`config.mk`:
```
export PLATFORM = sky130hd
export DESIGN_NAME = cq_handler
export DESIGN_NICKNAME = d
export VERILOG_FILES = /design/src/rtl/cq_handler.sv
export SDC_FILE = /design/constraint.sdc
export NUM_CORES = 1
export LEC_CHECK = 0
export CAP_MARGIN = 20
export CORE_AREA = 2 2 163 165
export DETAILED_ROUTE_END_ITERATION = 16
export DIE_AREA = 0 0 165 167
export PLACE_DENSITY_LB_ADDON = 0.15
export SYNTH_ARGS = -nofsm -noshare
export SYNTH_HDL_FRONTEND = slang
export SYNTH_SLANG_ARGS = --single-unit
```
`constraint.sdc`:
```
create_clock -name clk -period 5.8 [get_ports clk]
set_clock_uncertainty 0.2 [all_clocks]
set_input_delay 1.16 -clock clk [delete_from_list [all_inputs] [get_ports clk]]
set_output_delay 1.16 -clock clk [all_outputs]
set_load 0.05 [all_outputs]
```
`src/rtl/cq_handler.sv`:
```
// NVMe completion-queue handler: accepts 16B CQ entries from the SSD over an AXI slave port,
// rings the CQ head doorbell on the NVMe master port and returns host write responses in CID order.
module cq_handler #(
  parameter int unsigned OUTSTANDING   = 16,
  parameter int unsigned NS_ID_WIDTH   = 4,
  parameter int unsigned NS_ADDR_WIDTH = 32,
  parameter int unsigned NS_DATA_WIDTH = 128,
  parameter int unsigned NM_ADDR_WIDTH = 32,
  parameter int unsigned NM_DATA_WIDTH = 128,
  parameter logic [NS_ADDR_WIDTH-1:0] CQ_BASE      = 32'h20400,
  parameter logic [NM_ADDR_WIDTH-1:0] CQ_HDBL_ADDR = 32'h100C
) (
  input  logic                       clk,
  input  logic                       rst,
  // SSD completion writes
  input  logic [NS_ID_WIDTH-1:0]     ns_awid,
  input  logic [NS_ADDR_WIDTH-1:0]   ns_awaddr,
  input  logic [7:0]                 ns_awlen,
  input  logic [2:0]                 ns_awsize,
  input  logic [1:0]                 ns_awburst,
  input  logic                       ns_awvalid,
  output logic                       ns_awready,
  input  logic [NS_DATA_WIDTH-1:0]   ns_wdata,
  input  logic [NS_DATA_WIDTH/8-1:0] ns_wstrb,
  input  logic                       ns_wlast,
  input  logic                       ns_wvalid,
  output logic                       ns_wready,
  output logic [NS_ID_WIDTH-1:0]     ns_bid,
  output logic [1:0]                 ns_bresp,
  output logic                       ns_bvalid,
  input  logic                       ns_bready,
  // CQ head doorbell writes
  output logic [NM_ADDR_WIDTH-1:0]   nm_awaddr,
  output logic [7:0]                 nm_awlen,
  output logic [2:0]                 nm_awsize,
  output logic [1:0]                 nm_awburst,
  output logic                       nm_awvalid,
  input  logic                       nm_awready,
  output logic [NM_DATA_WIDTH-1:0]   nm_wdata,
  output logic [NM_DATA_WIDTH/8-1:0] nm_wstrb,
  output logic                       nm_wlast,
  output logic                       nm_wvalid,
  input  logic                       nm_wready,
  input  logic [1:0]                 nm_bresp,
  input  logic                       nm_bvalid,
  output logic                       nm_bready,
  // Host write completions
  output logic [1:0]                 hp_bresp,
  output logic                       hp_bvalid,
  input  logic                       hp_bready,
  output logic [$clog2(OUTSTANDING)-1:0] cqdb_sqhead
);

  localparam int unsigned IdxW = $clog2(OUTSTANDING);
  localparam logic [NS_ADDR_WIDTH-1:0] CqEnd = CQ_BASE + NS_ADDR_WIDTH'(OUTSTANDING * 16);
  localparam int unsigned DbLane = 32'(CQ_HDBL_ADDR[3:0]);
  localparam logic [IdxW-1:0] LastIdx = IdxW'(OUTSTANDING - 1);

  typedef enum logic [2:0] {StAw, StW, StB, StDb, StDbb} state_e;

  state_e                   state_q, state_d;
  logic [NS_ID_WIDTH-1:0]   id_q, id_d;
  logic [NS_ADDR_WIDTH-1:0] addr_q, addr_d;
  logic [7:0]               len_q, len_d;
  logic                     first_q, first_d;
  logic [1:0]               bresp_q, bresp_d;
  logic                     entry_ok_q, entry_ok_d;
  logic [IdxW-1:0]          cq_head_q, cq_head_d;
  logic                     phase_q, phase_d;
  logic [IdxW-1:0]          sqhead_q, sqhead_d;
  logic [OUTSTANDING-1:0]   done_q, done_d;
  logic [OUTSTANDING-1:0]   err_q, err_d;
  logic [IdxW-1:0]          hp_ptr_q, hp_ptr_d;
  logic                     aw_done_q, aw_done_d;
  logic                     w_done_q, w_done_d;

  logic            shape_ok, ent_valid, w_hs, parse, commit;
  logic            aw_hs_nm, w_hs_nm, hp_hs;
  logic [IdxW-1:0] ent_cid, ent_sqhd;
  logic [14:0]     ent_status;
  logic            unused_in;

  assign unused_in = ^{ns_awsize, ns_awburst, ns_wstrb, nm_bresp, ns_wdata};

  // Entry decode is only meaningful on the first beat; multi-beat writes are rejected by shape.
  assign shape_ok   = (addr_q >= CQ_BASE) && (addr_q < CqEnd) && (addr_q[3:0] == 4'd0) &&
                      (len_q == 8'd0);
  assign ent_sqhd   = ns_wdata[64 +: IdxW];
  assign ent_cid    = ns_wdata[96 +: IdxW];
  assign ent_status = ns_wdata[127:113];
  assign ent_valid  = shape_ok && (ns_wdata[112] == phase_q);
  assign w_hs       = (state_q == StW) && ns_wvalid;
  assign parse      = w_hs && first_q;
  assign commit     = parse && ns_wlast && ent_valid;

  assign hp_bvalid  = done_q[hp_ptr_q];
  assign hp_bresp   = (done_q[hp_ptr_q] && err_q[hp_ptr_q]) ? 2'b10 : 2'b00;
  assign hp_hs      = hp_bvalid && hp_bready;
  assign cqdb_sqhead = sqhead_q;

  always_comb begin
    state_d    = state_q;
    id_d       = id_q;
    addr_d     = addr_q;
    len_d      = len_q;
    first_d    = first_q;
    bresp_d    = bresp_q;
    entry_ok_d = entry_ok_q;
    aw_done_d  = aw_done_q;
    w_done_d   = w_done_q;
    ns_awready = 1'b0;
    ns_wready  = 1'b0;
    ns_bvalid  = 1'b0;
    nm_awvalid = 1'b0;
    nm_wvalid  = 1'b0;
    nm_bready  = 1'b0;
    aw_hs_nm   = 1'b0;
    w_hs_nm    = 1'b0;

    unique case (state_q)
      StAw: begin
        ns_awready = !rst;
        if (ns_awvalid && !rst) begin
          id_d    = ns_awid;
          addr_d  = ns_awaddr;
          len_d   = ns_awlen;
          first_d = 1'b1;
          state_d = StW;
        end
      end
      StW: begin
        ns_wready = 1'b1;
        if (parse) begin
          first_d    = 1'b0;
          bresp_d    = shape_ok ? 2'b00 : 2'b10;
          entry_ok_d = ent_valid && ns_wlast;
        end
        if (w_hs && ns_wlast) state_d = StB;
      end
      StB: begin
        ns_bvalid = 1'b1;
        if (ns_bready) state_d = entry_ok_q ? StDb : StAw;
      end
      StDb: begin
        nm_awvalid = !aw_done_q;
        nm_wvalid  = !w_done_q;
        aw_hs_nm   = nm_awvalid && nm_awready;
        w_hs_nm    = nm_wvalid && nm_wready;
        aw_done_d  = aw_done_q || aw_hs_nm;
        w_done_d   = w_done_q || w_hs_nm;
        if (aw_done_d && w_done_d) begin
          aw_done_d = 1'b0;
          w_done_d  = 1'b0;
          state_d   = StDbb;
        end
      end
      StDbb: begin
        nm_bready = 1'b1;
        if (nm_bvalid) state_d = StAw;
      end
      default: state_d = StAw;
    endcase
  end

  always_comb begin
    cq_head_d = cq_head_q;
    phase_d   = phase_q;
    sqhead_d  = sqhead_q;
    done_d    = done_q;
    err_d     = err_q;
    hp_ptr_d  = hp_ptr_q;
    if (commit) begin
      sqhead_d  = ent_sqhd;
      cq_head_d = (cq_head_q == LastIdx) ? '0 : cq_head_q + 1'b1;
      if (cq_head_q == LastIdx) phase_d = !phase_q;
      // A duplicate completion for a CID still pending is dropped.
      if (!done_q[ent_cid]) begin
        done_d[ent_cid] = 1'b1;
        err_d[ent_cid]  = (ent_status != 15'd0);
      end
    end
    if (hp_hs) begin
      done_d[hp_ptr_q] = 1'b0;
      hp_ptr_d = (hp_ptr_q == LastIdx) ? '0 : hp_ptr_q + 1'b1;
    end
  end

  always_comb begin
    ns_bid     = ns_bvalid ? id_q : '0;
    ns_bresp   = ns_bvalid ? bresp_q : 2'b00;
    nm_awaddr  = nm_awvalid ? CQ_HDBL_ADDR : '0;
    nm_awlen   = 8'd0;
    nm_awsize  = nm_awvalid ? 3'd2 : 3'd0;
    nm_awburst = nm_awvalid ? 2'd1 : 2'd0;
    nm_wdata   = '0;
    nm_wstrb   = '0;
    nm_wlast   = nm_wvalid;
    if (nm_wvalid) begin
      nm_wdata[DbLane*8 +: 32] = 32'(cq_head_q);
      nm_wstrb[DbLane +: 4]    = 4'hF;
    end
  end

  always_ff @(posedge clk or posedge rst) begin
    if (rst) begin
      state_q    <= StAw;
      id_q       <= '0;
      addr_q     <= '0;
      len_q      <= '0;
      first_q    <= 1'b0;
      bresp_q    <= 2'b00;
      entry_ok_q <= 1'b0;
      cq_head_q  <= '0;
      phase_q    <= 1'b1;
      sqhead_q   <= '0;
      done_q     <= '0;
      err_q      <= '0;
      hp_ptr_q   <= '0;
      aw_done_q  <= 1'b0;
      w_done_q   <= 1'b0;
    end else begin
      state_q    <= state_d;
      id_q       <= id_d;
      addr_q     <= addr_d;
      len_q      <= len_d;
      first_q    <= first_d;
      bresp_q    <= bresp_d;
      entry_ok_q <= entry_ok_d;
      cq_head_q  <= cq_head_d;
      phase_q    <= phase_d;
      sqhead_q   <= sqhead_d;
      done_q     <= done_d;
      err_q      <= err_d;
      hp_ptr_q   <= hp_ptr_d;
      aw_done_q  <= aw_done_d;
      w_done_q   <= w_done_d;
    end
  end

endmodule

```
==> results of run 1 <==
[worst register-to-register path, delay by kind of cell, from the launching register on]
kind	cells	cell delay [ns]
flip-flops	1	0.39
multiplexers	1	0.36
AND/OR/NAND/NOR	4	2.02
[power breakdown]
group | switching (W) | internal (W) | total, W
clock | 0.000286 | 0.000302 | 0.000588
combinational | 0.000532 | 0.000274 | 0.000806
sequential | 0.000107 | 0.000811 | 0.000918
[sequential cells by signal (all words and copies together), names as in the netlist, 3 cells and up]
name         flops
state_q          3
addr_q          28
cq_head_q        4
cqdb_sqhead      4
err_q           16
len_q            8
hp_ptr_q         4
id_q             4
done_q          16
[kinds of logic (layout without fill, tap and decap cells)]
kind of cell / Yosys count / in the layout / share of synthesized area [%]
buffers and inverters: 215 / 131 / 25.4
and+or+nand+nor: 102 / 102 / 11.2
DFF: 93 / 93 / 38.5
muxes: 84 / 84 / 18.3
AOI/OAI and AO/OA: 41 / 41 / 5.01
adders and majority gates: 5 / 5 / 1.04
xor gates and xnor gates: 3 / 3 / 0.435
other: 1 / 178 / 0.0621
[metal layers]
layer	vias up	track usage [%]
met3	19	4.96
met1	1846	11.8
met5	-	0
met2	157	16.7
li1	1717	-
met4	4	1.78
[cell usage after synthesis (all sizes together), types with 2 or more instances]
cell type  number  share of area [%]
buf           197                 24
dfrtp          92                 38
mux2           65                 12
nor4           20                2.9
a2bb2oi        16                2.3
nor2           16               0.99
mux4           14                5.4
nor3           13                1.7
nand2          11               0.68
clkbuf         10               0.62
a21oi           8               0.66
and2            8               0.83
inv             8               0.50
and3            7               0.72
ha              5                1.0
mux2i           5               0.83
nand2b          5               0.56
nand3           5               0.41
o21ai           5               0.41
nand4           3               0.31
nor2b           3               0.31
a311oi          2               0.29
or2             2               0.21
or4             2               0.37
xor2            2               0.29
[worst paths after layout]
path | end | start | cells after the start | slack [ns]
max | hp_bresp[1] | hp_ptr_q[1]$_DFFE_PP0P_ | 5 | 1.27
min | err_q[13]$_DFFE_PP0P_ | err_q[13]$_DFFE_PP0P_ | 1 | 0.29
max reg2reg | err_q[14]$_DFFE_PP0P_ | addr_q[16]$_DFFE_PP0P_ | 5 | 2.70
min reg2reg | err_q[13]$_DFFE_PP0P_ | err_q[13]$_DFFE_PP0P_ | 1 | 0.29
max in group asynchronous | done_q[9]$_DFF_PP0_ | rst | 3 | 3.16
min in group asynchronous | addr_q[18]$_DFFE_PP0P_ | rst | 2 | 1.00
[through the flow]
step / hold WS (ns) / worst slack [ns] / cells / utilization (%) / area (µm²)
floorplan: 0.252 / 1.59 / 721 / - / 6710
global placement: 0.265 / 1.22 / 956 / 26.0 / 6690
detailed placement: 0.275 / 1.19 / 956 / 26.0 / 6690
CTS: 0.291 / 1.17 / 972 / 27.1 / 6980
global route: 0.304 / 1.06 / 972 / 27.1 / 6980
finish: 0.286 / 1.27 / 972 / 27.1 / 6980
[final cells by class]
class | instances | area, µm²
clock buffers | 9 | 225
clock inverters | 7 | 62.6
fillers | 2697 | 18800
inverters | 8 | 31.3
multi-input cells | 413 | 2850
flip-flops and latches | 93 | 2330
well taps | 335 | 419
repair buffers | 107 | 1060
==> out/metrics.cfg, run 1 <==
[run_status]
status = complete, no violations

[clock_network]
root_buffer = clkbuf_16
ctsResizeCount = 0
clk_latency_ns = 0.36
clock_sinks = 93
ctsHoldBuffers = 0
cts_max_level = 3
cts_made_buffers = 9
cts.path.max_buffers = 2
cts_tree = built
post-cts-setup-buffers = 0
clk_pin_slew_ns = 0.07

[worst_setup_path]
cpPeakStageDelay_ns = 0.90
end_kind = output pin
crit_path_cell_trace = mux2i_1, mux4_2, o21ai_0, and2_1, clkdlybuf4s50_1
cp_max_fo = 18
start_kind = flop
worst_ep_arrival_time_ns = 3.17
crit_type = flop to output pin
cp_slowest_cell = dfrtp_1
cp_num_buf_inv = 1
cp.required_ns = 4.44
cp_top_family = flip-flops

[place]
place_congestion = 0.760
dp.final_hpwl_mm = 10.8
portBuffers = 104

[yosys]
synth_ff_type = dfrtp_1
syn_inst = 544
netlist_area_um2 = 6040
synth.avg_cell_area_um2 = 11.1
async_reset_ff_share_pct = 100
synth_seq_cells = 93
synth-seq-area-share_pct = 38.5
ys_types = 53
ys.warnings.count = 0
synth_edf_count = 0

[cells_and_area]
final_cell_mix = conb_1, clkdlybuf4s50_1, dfrtp_1
antennaDiodeCount = 0
drive_above_1_share_pct = 16.5
nets = 842
synthToLayoutAreaGrowth_pct = 15.4
layout_commonest_cell = conb_1

[floorplan]
initial_utilization_pct = 23.5
dieArea_um2 = 27600
row_count = 59
die_x_um = 165
die-height_um = 167
core-area_um2 = 25800
io-pin-count = 414

[global_route]
grt_remaining_overflow = 0
grt_max_degree = 65
grtUsageTotal_pct = 10.1
grt_pass1_vias = 3733
antenna_found_initial = 2
grt_pass1_wl_mm = 21.4

[route]
wl_met2_mm = 6.77
first_iter_violations = 132
vias = 3743
highest_layer = met5
firstDrtPassIters = 4
wl_met1_mm = 5.54
totalWireLength_mm = 13.8
ant_nets = 0
drc = 0
dr_wl_met3_mm = 1.30
via_per_inst = 3.85
routedWlPerCell_um = 14.1

[pwr]
powerDensity_nw_per_um2 = 331
ir_worst_vdd_v = 0.000154
power.leakage_nw = 3.11
power_w = 0.00231

[sta]
slew_headroom_pct = 43.8
setup_violations = 0
finalSetupTns_ns = 0
hold_viol_final = 0
max_freq_mhz = 221
fin_crit_sh_pct = 78.1
finalMaxSlewViolations = 0
rsz0062_at_grt = no
period_minus_slack_ns = 4.53
worstMarginPinSlew_ns = 0.843

[min_path]
min_path_type = flop to flop

[run]
cap_violations = 0

(Power assumes the default switching activity.)
==> inputs of run 2 (changes only) <==
--- a/config.mk
+++ b/config.mk
@@ -6,9 +6,9 @@
 export NUM_CORES = 1
 export LEC_CHECK = 0
 export CAP_MARGIN = 20
-export CORE_AREA = 2 2 163 165
+export CORE_AREA = 2 2 160 162
 export DETAILED_ROUTE_END_ITERATION = 16
-export DIE_AREA = 0 0 165 167
+export DIE_AREA = 0 0 162 164
 export PLACE_DENSITY_LB_ADDON = 0.15
 export SYNTH_ARGS = -nofsm -noshare
 export SYNTH_HDL_FRONTEND = slang
==> constraint.sdc (replaced) <==
create_clock -name clk -period 3.8 [get_ports clk]
set_clock_uncertainty 0.2 [all_clocks]
set_input_delay 0.76 -clock clk [delete_from_list [all_inputs] [get_ports clk]]
set_output_delay 0.76 -clock clk [all_outputs]
set_load 0.05 [all_outputs]
==> run 2 against run 1 <==
First-iteration DRC count down 24%. Combinational power up 56%. Global-route usage is essentially flat. Non-clock buffer count is 13 higher. Wire length shrank 0.72%. Critical path type unchanged. Largest cell class unchanged.
==> out/metrics.cfg, run 2 (synthesis gave the netlist of run 1 again) <==
[clock_network]
cts_max_level = 3  ; unchanged
cts_tree = built  ; unchanged
root_buffer = clkbuf_16  ; unchanged
ctsResizeCount = 0  ; unchanged
clock_sinks = 93  ; unchanged
ctsHoldBuffers = 0  ; unchanged
post-cts-setup-buffers = 0  ; unchanged
cts.path.max_buffers = 2  ; unchanged
cts_made_buffers = 9  ; unchanged
clk_latency_ns = 0.36  ; about the same
clk_pin_slew_ns = 0.07  ; about the same

[route]
via_per_inst = 3.79  ; was 3.85
first_iter_violations = 100  ; was 132
vias = 3719  ; was 3743
drc = 0  ; unchanged
ant_nets = 0  ; unchanged
firstDrtPassIters = 4  ; unchanged
totalWireLength_mm = 13.7  ; was 13.8 mm
routedWlPerCell_um = 13.9  ; was 14.1 µm

[global_route]
grt_max_degree = 94  ; was 65
grtUsageTotal_pct = 10.0  ; was 10.1%
antenna_found_initial = 0  ; was 2
grt_pass1_vias = 3699  ; was 3733
grt_pass1_wl_mm = 20.6  ; was 21.4 mm
grt_remaining_overflow = 0  ; unchanged

[place]
place_congestion = 0.726  ; was 0.760
dp.cells = 964  ; was 956
portBuffers = 104  ; unchanged
dp.final_hpwl_mm = 10.6  ; was 10.8 mm

[sta]
setup_violations = 0  ; unchanged
rsz0062_at_grt = no  ; unchanged
max_freq_mhz = 292
period_minus_slack_ns = 3.43
hold_viol_final = 0  ; unchanged
fin_crit_sh_pct = 90.2
worstMarginPinSlew_ns = 0.637  ; was 0.843 ns
slew_headroom_pct = 57.4  ; was 43.8%
finalMaxSlewViolations = 0  ; unchanged
worst_hold_slack_ns = 0.282  ; was 0.286 ns

[run]
cap_violations = 0  ; unchanged

[cells_and_area]
nFillCells = 2614  ; was 2697
nets = 855  ; was 842
final_cells = 980  ; was 972
final_util_pct = 28.5  ; was 27.1%
drive_above_1_share_pct = 18.6  ; was 16.5%
top_register = addr_q  ; unchanged
largest_reg_flops = 28  ; unchanged
synthToLayoutAreaGrowth_pct = 17.1  ; was 15.4%
layout_commonest_cell = conb_1  ; unchanged
final_cell_mix = conb_1, clkdlybuf4s50_1, dfrtp_1  ; unchanged
antennaDiodeCount = 0  ; unchanged
top_regs = addr_q (28), done_q (16), err_q (16)  ; unchanged

[floorplan]
die-height_um = 164  ; was 167 µm
initial_utilization_pct = 24.3  ; was 23.5%
core-area_um2 = 24800  ; was 25800 µm²
row_count = 58  ; was 59
io-pin-count = 414  ; unchanged
dieArea_um2 = 26600  ; was 27600 µm²
die_x_um = 162  ; was 165 µm

[pwr]
powerDensity_nw_per_um2 = 501  ; was 331 nW/µm²
power.leakage_nw = 3.19  ; was 3.11 nW
ir_worst_vdd_v = 0.000224  ; was 0.000154 V

[worst_setup_path]
start_kind = flop  ; unchanged
cp_max_fo = 10  ; was 18
cp.required_ns = 2.84  ; was 4.44 ns
worst_ep_arrival_time_ns = 2.47  ; was 3.17 ns
cpPeakStageDelay_ns = 0.82  ; was 0.90 ns
cp_top_family = buffers and inverters  ; was flip-flops
end_kind = output pin  ; unchanged
crit_type = flop to output pin  ; unchanged
crit_path_cell_trace = nor2b_1, nand2_1, nor2_1, buf_4, and2_1, clkdlybuf4s50_1  ; was mux2i_1, mux4_2, o21ai_0, and2_1, clkdlybuf4s50_1
cp_num_buf_inv = 2  ; was 1
cp_slowest_cell = clkdlybuf4s50_1  ; was dfrtp_1

[run_status]
status = complete, no violations  ; unchanged

[min_path]
min_path_type = flop to flop  ; unchanged

-- run 2: where the power goes --
group	internal (W)	switching (W)
sequential	0.00124	0.000145
clock	0.000463	0.000436
combinational	0.000427	0.000832
-- run 2: final cells by class --
class,instances,area (µm²),share of cell area [%]
Sequential cell,93,2330,32.9
Clock buffer,9,225,3.18
Multi-Input combinational cell,413,2850,40.2
Clock inverter,7,65.1,0.920
Inverter,8,31.3,0.442
Timing Repair Buffer,120,1170,16.5
Tap cell,330,413,5.84
-- run 2: through the flow --
stage               setup WS, ns  instance area (µm²)  setup TNS, ns  power, W
finish                     0.372                 7080              0   0.00354
global route               0.173                 7080              0   0.00376
CTS                        0.340                 7080              0   0.00360
detailed placement        0.0183                 6790              0   0.00267
global placement        -0.00480                 6790       -0.00480   0.00264
floorplan                0.00197                 6710              0   0.00252
-- run 2: layer usage --
layer / GRT usage, % / vias up / wire length, µm
met5: 0 / - / 0
met1: 12.1 / 1820 / 5470
li1: - / 1745 / -
met2: 16.4 / 146 / 6750
met4: 1.69 / 0 / 114
met3: 4.82 / 8 / 1320
-- run 2: path summary, 6_finish.rpt --
| path | from | endpoint | slack, ns | cells after the start |
|---|---|---|---|---|
| hold reg to reg | err_q[14]$_DFFE_PP0P_ | err_q[14]$_DFFE_PP0P_ | 0.28 | 1 |
| min in group asynchronous | rst | bresp_q[1]$_DFFE_PP0P_ | 0.64 | 3 |
| hold / removal | err_q[14]$_DFFE_PP0P_ | err_q[14]$_DFFE_PP0P_ | 0.28 | 1 |
| setup / recovery | state_q[0]$_DFFE_PP0P_ | nm_wdata[96] | 0.37 | 6 |
| setup reg to reg | addr_q[1]$_DFFE_PP0P_ | err_q[12]$_DFFE_PP0P_ | 0.81 | 5 |
| max in group asynchronous | rst | cqdb_sqhead[0]$_DFFE_PP0N_ | 2.27 | 3 |
==> inputs of run 3 (changes only) <==
--- a/config.mk
+++ b/config.mk
@@ -13,3 +13,4 @@
 export SYNTH_ARGS = -nofsm -noshare
 export SYNTH_HDL_FRONTEND = slang
 export SYNTH_SLANG_ARGS = --single-unit
+export TNS_END_PERCENT = 20
==> results of run 3 <==
No change in the layout: final DEF, timing and power equal those of run 2.
